`src/rtl/cl_stream_pkg.sv`:
```
// Shared definitions for the result-stream pipeline stages: default word width,
// packer state encoding and small counter helpers.
package cl_stream_pkg;

    localparam int CL_DATA_WIDTH = 32;

    localparam logic [1:0] ST_IDLE_ENC    = 2'd0;
    localparam logic [1:0] ST_RD_WAIT_ENC = 2'd1;
    localparam logic [1:0] ST_CAPTURE_ENC = 2'd2;
    localparam logic [1:0] ST_EMIT_ENC    = 2'd3;

    typedef enum logic [1:0] {
        ST_IDLE    = ST_IDLE_ENC,
        ST_RD_WAIT = ST_RD_WAIT_ENC,
        ST_CAPTURE = ST_CAPTURE_ENC,
        ST_EMIT    = ST_EMIT_ENC
    } packer_state_e;

    // Saturating 16-bit increment used for event counters that must not wrap.
    function automatic logic [15:0] sat_inc16(input logic [15:0] value);
        logic [15:0] result;
        if (value == 16'hFFFF) begin
            result = value;
        end else begin
            result = value + 16'd1;
        end
        return result;
    endfunction

endpackage

```
`src/rtl/idle_timer.sv`:
```
// Idle cycle counter: clear has priority over enable, terminal flags that the
// count has reached LIMIT. The counter stops advancing once terminal is seen.
module idle_timer #(
    parameter int WIDTH = 8,
    parameter int LIMIT = 16
) (
    input  logic clock,
    input  logic reset_n,
    input  logic clear,
    input  logic enable,
    output logic terminal
);

    localparam logic [WIDTH-1:0] LIMIT_C = WIDTH'(LIMIT);
    localparam logic [WIDTH-1:0] ONE_C   = WIDTH'(1);

    logic [WIDTH-1:0] count_r;

    // Count register: async reset, clear on demand, advance while enabled.
    always_ff @(posedge clock or negedge reset_n) begin
        if (!reset_n) begin
            count_r <= '0;
        end else if (clear) begin
            count_r <= '0;
        end else if (enable && (count_r != LIMIT_C)) begin
            count_r <= count_r + ONE_C;
        end
    end

    assign terminal = (count_r == LIMIT_C);

endmodule

```
`src/rtl/result_packer.sv`:
```
// Packs pairs of result words from an upstream FIFO into double-width writes to a
// downstream FIFO, flushing a lone word with PAD_WORD after a quiet period.
module result_packer
    import cl_stream_pkg::*;
#(
    parameter int                    DATA_WIDTH   = CL_DATA_WIDTH,
    parameter int                    FLUSH_CYCLES = 16,
    parameter logic [DATA_WIDTH-1:0] PAD_WORD     = {DATA_WIDTH{1'b1}}
) (
    input  logic                      clock,
    input  logic                      reset_n,
    input  logic                      in_empty,
    output logic                      in_rd,
    input  logic [DATA_WIDTH-1:0]     in_din,
    input  logic                      out_full,
    output logic                      out_wr,
    output logic [2*DATA_WIDTH-1:0]   out_dout,
    output logic [31:0]               word_count,
    output logic [DATA_WIDTH-1:0]     checksum,
    output logic [15:0]               flush_count
);

    packer_state_e state_r;
    packer_state_e state_next_s;

    logic                    ready_r;
    logic [DATA_WIDTH-1:0]   lower_r;
    logic                    lower_valid_r;
    logic                    pair_flush_r;
    logic [2*DATA_WIDTH-1:0] out_dout_r;
    logic [31:0]             word_count_r;
    logic [DATA_WIDTH-1:0]   checksum_r;
    logic [15:0]             flush_count_r;

    logic rd_s;
    logic wr_s;
    logic flush_s;
    logic capture_lo_s;
    logic capture_hi_s;
    logic timer_tc_s;
    logic timer_en_s;
    logic timer_clr_s;

    idle_timer #(
        .WIDTH (8),
        .LIMIT (FLUSH_CYCLES)
    ) u_idle_timer (
        .clock    (clock),
        .reset_n  (reset_n),
        .clear    (timer_clr_s),
        .enable   (timer_en_s),
        .terminal (timer_tc_s)
    );

    // State register.
    always_ff @(posedge clock or negedge reset_n) begin
        if (!reset_n) begin
            state_r <= ST_IDLE;
        end else begin
            state_r <= state_next_s;
        end
    end

    // Next-state and strobe decode; a pending flush outranks a new read.
    always_comb begin
        state_next_s = state_r;
        rd_s         = 1'b0;
        wr_s         = 1'b0;
        flush_s      = 1'b0;
        capture_lo_s = 1'b0;
        capture_hi_s = 1'b0;
        case (state_r)
            ST_IDLE: begin
                if (lower_valid_r && timer_tc_s) begin
                    flush_s      = 1'b1;
                    state_next_s = ST_EMIT;
                end else if (!in_empty && ready_r) begin
                    rd_s         = 1'b1;
                    state_next_s = ST_RD_WAIT;
                end else begin
                    state_next_s = ST_IDLE;
                end
            end
            ST_RD_WAIT: begin
                state_next_s = ST_CAPTURE;
            end
            ST_CAPTURE: begin
                if (lower_valid_r) begin
                    capture_hi_s = 1'b1;
                    state_next_s = ST_EMIT;
                end else begin
                    capture_lo_s = 1'b1;
                    state_next_s = ST_IDLE;
                end
            end
            ST_EMIT: begin
                if (!out_full) begin
                    wr_s         = 1'b1;
                    state_next_s = ST_IDLE;
                end else begin
                    state_next_s = ST_EMIT;
                end
            end
            default: begin
                state_next_s = ST_IDLE;
            end
        endcase
    end

    // Idle timer control: only quiet IDLE cycles with a lone word held count.
    always_comb begin
        timer_en_s  = (state_r == ST_IDLE) && lower_valid_r && in_empty && !timer_tc_s;
        timer_clr_s = rd_s || flush_s;
    end

    // Datapath: held lower half, output pair and statistics.
    always_ff @(posedge clock or negedge reset_n) begin
        if (!reset_n) begin
            ready_r       <= 1'b0;
            lower_r       <= '0;
            lower_valid_r <= 1'b0;
            pair_flush_r  <= 1'b0;
            out_dout_r    <= '0;
            word_count_r  <= 32'd0;
            checksum_r    <= '0;
            flush_count_r <= 16'd0;
        end else begin
            ready_r <= 1'b1;
            if (capture_lo_s) begin
                lower_r       <= in_din;
                lower_valid_r <= 1'b1;
            end
            if (capture_hi_s) begin
                out_dout_r    <= {in_din, lower_r};
                lower_valid_r <= 1'b0;
                pair_flush_r  <= 1'b0;
            end
            if (flush_s) begin
                out_dout_r    <= {PAD_WORD, lower_r};
                lower_valid_r <= 1'b0;
                pair_flush_r  <= 1'b1;
            end
            if (capture_lo_s || capture_hi_s) begin
                word_count_r <= word_count_r + 32'd1;
                checksum_r   <= checksum_r + in_din;
            end
            if (wr_s && pair_flush_r) begin
                flush_count_r <= sat_inc16(flush_count_r);
            end
        end
    end

    // The FIFO strobes must be decided in the same cycle as empty/full, so they
    // are decoded from the registered state rather than registered themselves.
    assign in_rd       = rd_s;
    assign out_wr      = wr_s;
    assign out_dout    = out_dout_r;
    assign word_count  = word_count_r;
    assign checksum    = checksum_r;
    assign flush_count = flush_count_r;

endmodule
```
`config.mk`:
```
export PLATFORM = sky130hd
export DESIGN_NAME = result_packer
export DESIGN_NICKNAME = d
export VERILOG_FILES = /design/src/rtl/cl_stream_pkg.sv /design/src/rtl/idle_timer.sv /design/src/rtl/result_packer.sv
export SDC_FILE = /design/constraint.sdc
export NUM_CORES = 1
export LEC_CHECK = 0
export CORE_UTILIZATION = 56
export CTS_CLUSTER_DIAMETER = 120
export DETAILED_ROUTE_END_ITERATION = 8
export GPL_TIMING_DRIVEN = 0
export HOLD_SLACK_MARGIN = 0.15
export PLACE_DENSITY = 0.85
export SLEW_MARGIN = 15
export SYNTH_ARGS = -nofsm -noshare
export SYNTH_HDL_FRONTEND = slang
export SYNTH_SLANG_ARGS = --single-unit
export TNS_END_PERCENT = 50
```
`constraint.sdc`:
```
create_clock -name clock -period 5.3 [get_ports clock]
set_clock_uncertainty 0.1 [all_clocks]
set_input_delay 0.795 -clock clock [delete_from_list [all_inputs] [get_ports clock]]
set_output_delay 0.795 -clock clock [all_outputs]
set_load 0.01 [all_outputs]
```
==> metrics.md <==
| Metric | Value |
|---|---|
| Status | `complete, no violations` |
| Synthesis warning total | `0` |
| Clock root buffer | `clkbuf_16` |
| Global-route wire length before repair | `39.0 mm` |
| Worst Path Arrival | `3670 ps` |
| GRT overflow | `0` |
| Setup CP Type | `in -> reg` |
| Sw Ratio | `38.4%` |
| Num rows | `46` |
| TritonCTS clock tree | `done` |
| Syn nets | `970` |
| DR vias/cell | `5.73` |
| Die footprint | `0.0172 mm2` |
| Share of cells above drive strength 1 | `10.9%` |
| Fin nets | `1171` |
| Pin count of the biggest net entering global routing | `103` |
| Final antenna-violating net count | `0` |
| Flops & latches, synth | `189` |
| NetSw | `2.68 mW` |
| Fmax | `291 MHz` |
| Drt wl/cell | `18.4 um` |
| CP required | `5520 ps` |
| Synth-to-layout area growth | `28.8%` |
| H-Tree Depth | `4` |
| Mapped cell area | `0.00933 mm2` |
| # DRC | `0` |
| Initial antenna violation count | `0` |
| Period Utilization, post-route | `64.9%` |
| Vias in the first global route | `7455` |
| Worst hold path type | `in -> async` |
| GPL Wtd Cong | `0.950` |
| Clock transition at path regs | `70 ps` |
| Clk Latency, worst-skew pair | `430 ps` |
| Peak VDD IR | `0.332 mV` |
| Hold buffers post-CTS | `0` |
| Worst setup SP type | `primary input` |
| Combinational group share of total power | `48.4%` |
| Slew margin rel. | `51.1%` |
| Final wirelength | `24.4 mm` |
| Filler instances | `1127` |
| Post-synth top flop | `dfrtp_1` |
| Via count | `7603` |
| Pwr dens | `582 mW/mm2` |
| Syn Inst Count | `898` |
| Commonest cells after routing, fill and taps aside | `189 x dfrtp_1, 180 x clkdlybuf4s50_1, 155 x nand2_1` |
| CP Capture Type | `flip-flop` |
| Sequential share of power | `33.6%` |
| First-pass iteration count of the detailed router | `5` |
| Post-CTS Setup Inserts | `0` |
| Crit path time final | `3440 ps` |
| Ports | `182` |
| 1st-iter DRT viols | `443` |
| Slew Viols, Final | `0` |
| FFs w/ async S/R, synth | `100%` |
| Post-CTS Resized | `0` |
| Power share of the clock group | `18.0%` |
| Worst slew pin tran | `733 ps` |
| Mean Syn Cell Area | `10.4 um2` |
| Area contributors post-synth | `dfrtp_1 51%, mux2_2 7.7%, nand2_1 6.2%, ha_1 4.7%, xnor2_1 4.1%` |
| Yosys cell types | `65` |
| Post-route cell area | `0.0120 mm2` |
| Area leader, netlist | `dfrtp_1` |
| Register area share after synthesis | `50.7%` |
| Setup_tns | `0 ps` |
| Die X | `131 um` |
| Max_cap viols | `0` |
| Die Height | `131 um` |
| Initial core utilization | `58.1%` |
| Setup violators final | `0` |
| Crit-path max FO | `5` |
| Antenna diodes | `0` |
| Post-synth EDFFs | `0` |
| Post-DP HPWL | `17.8 mm` |
| I/O Buffers | `181` |
| RSZ-0062 raised after global routing | `false` |
| Clock sinks | `189` |
| Num CTS Buffers | `17` |
| Floorplan Core Area | `0.0161 mm2` |
| Internal power | `4.31 mW` |
| Leakage | `5.33 nW` |
| Clock buffer depth | `2` |
| Most common cell after layout, fill and taps aside | `dfrtp_1` |
| Tot GR Track Use | `30.0%` |
| Area post-placement | `0.0114 mm2` |
| Fin. Hold Viols | `0` |
| Synth top area share | `50.7%` |
[worst max-delay path: stages]
cell	delay, ps
clkdlybuf4s50_1	450
ha_1	280
fa_1	430
a21oi_1	280
o21ai_1	150
a211oi_1	510
o31ai_2	250
o21ai_1	240
mux2i_1	200
nand2_1	70
[routing by layer]
layer | track usage (%) | up-vias | share of wire (%)
met2 | 48.2 | 241 | 48
met1 | 40.3 | 3740 | 44
met5 | 0 | - | 0
met3 | 4.46 | 60 | 4.4
li1 | - | 3562 | -
met4 | 13.5 | 0 | 3.5
[worst paths after layout]
path	from	end	slack [ps]	depth (start not counted)
max	in_din[0]	checksum[22]$_DFFE_PN0P_	1860	10
min	reset_n	out_dout[7]$_DFFE_PN0N_	260	1
max reg2reg	checksum[0]$_DFFE_PN0P_	checksum[22]$_DFFE_PN0P_	2290	9
min reg2reg	word_count[31]$_DFFE_PN0P_	word_count[31]$_DFFE_PN0P_	370	1
max in group asynchronous	reset_n	out_dout[22]$_DFFE_PN0N_	3910	2
min in group clock	word_count[31]$_DFFE_PN0P_	word_count[31]$_DFFE_PN0P_	370	1
[cell usage after synthesis, types with 4 or more instances]
master and n:
o21ai_1 11, o21a_1 8, dfrtp_1 189, nor2_1 42
clkbuf_1 27, nor3_1 7, o211ai_1 6, nor2b_1 4
and2_1 6, buf_2 11, ha_1 35, nand2_1 155
nand4_1 26, inv_1 11, or3_1 6, a21oi_1 39
and3_1 9, xor2_1 28, nand2b_1 5, nand3_1 52
xnor2_1 44, o21ai_0 32, a21o_1 14, mux2_2 64
o2111ai_1 5
[through the flow]
step	cells	hold slack, ps	setup slack, ps	power, mW	util (%)
3_3_place_gp	1295	357	-4290	5.61	71.1
4_1_cts	1328	283	1870	7.00	74.8
6_report	1328	256	1860	6.99	74.8
2_1_floorplan	898	347	2400	4.28	-
3_5_place_dp	1296	357	1540	5.71	71.3
5_1_grt	1328	314	1720	7.43	74.8
[state kept, by name (all words and copies together), names as in the netlist]
register / cells
checksum: 32
flush_count: 16
lower_r: 32
lower_valid_r: 1
out_dout: 64
pair_flush_r: 1
ready_r: 1
state_r: 2
u_idle_timer.count_r: 8
word_count: 32
[power groups by stage]
stage | Clock (mW) | Sequential (mW) | Combinational [mW]
after floorplan | 0 | 2.47 | 1.81
after global placement | 0 | 2.34 | 3.27
after detailed placement | 0 | 2.36 | 3.34
after CTS | 1.27 | 2.35 | 3.38
after global routing | 1.33 | 2.41 | 3.68
final | 1.26 | 2.35 | 3.38
[layout make-up]
cell class                      count  area [um2]  share of cell area, %
Timing Repair Buffer              182        1840                   15.3
Clock buffer                       19         443                   3.69
Sequential cell                   189        4730                   39.4
Clock inverter                     13         130                   1.08
Inverter                           11        41.3                  0.344
Buffer                             40         164                   1.36
Tap cell                          216         270                   2.25
Multi-Input combinational cell    658        4390                   36.6
[kinds of logic (layout without fill, tap and decap cells)]
logic type / Yosys count / count (layout) / synth area share (%)
compound gates: 154 / 154 / 11.0
flops: 189 / 189 / 50.7
mux: 69 / 69 / 8.29
buf+inv: 51 / 265 / 2.20
other cells: 1 / 1 / 0.0402
simple gates: 326 / 326 / 16.1
xor+xnor: 72 / 72 / 6.76
fa+ha+maj: 36 / 36 / 4.91
Power figures use the tool's default switching activity.
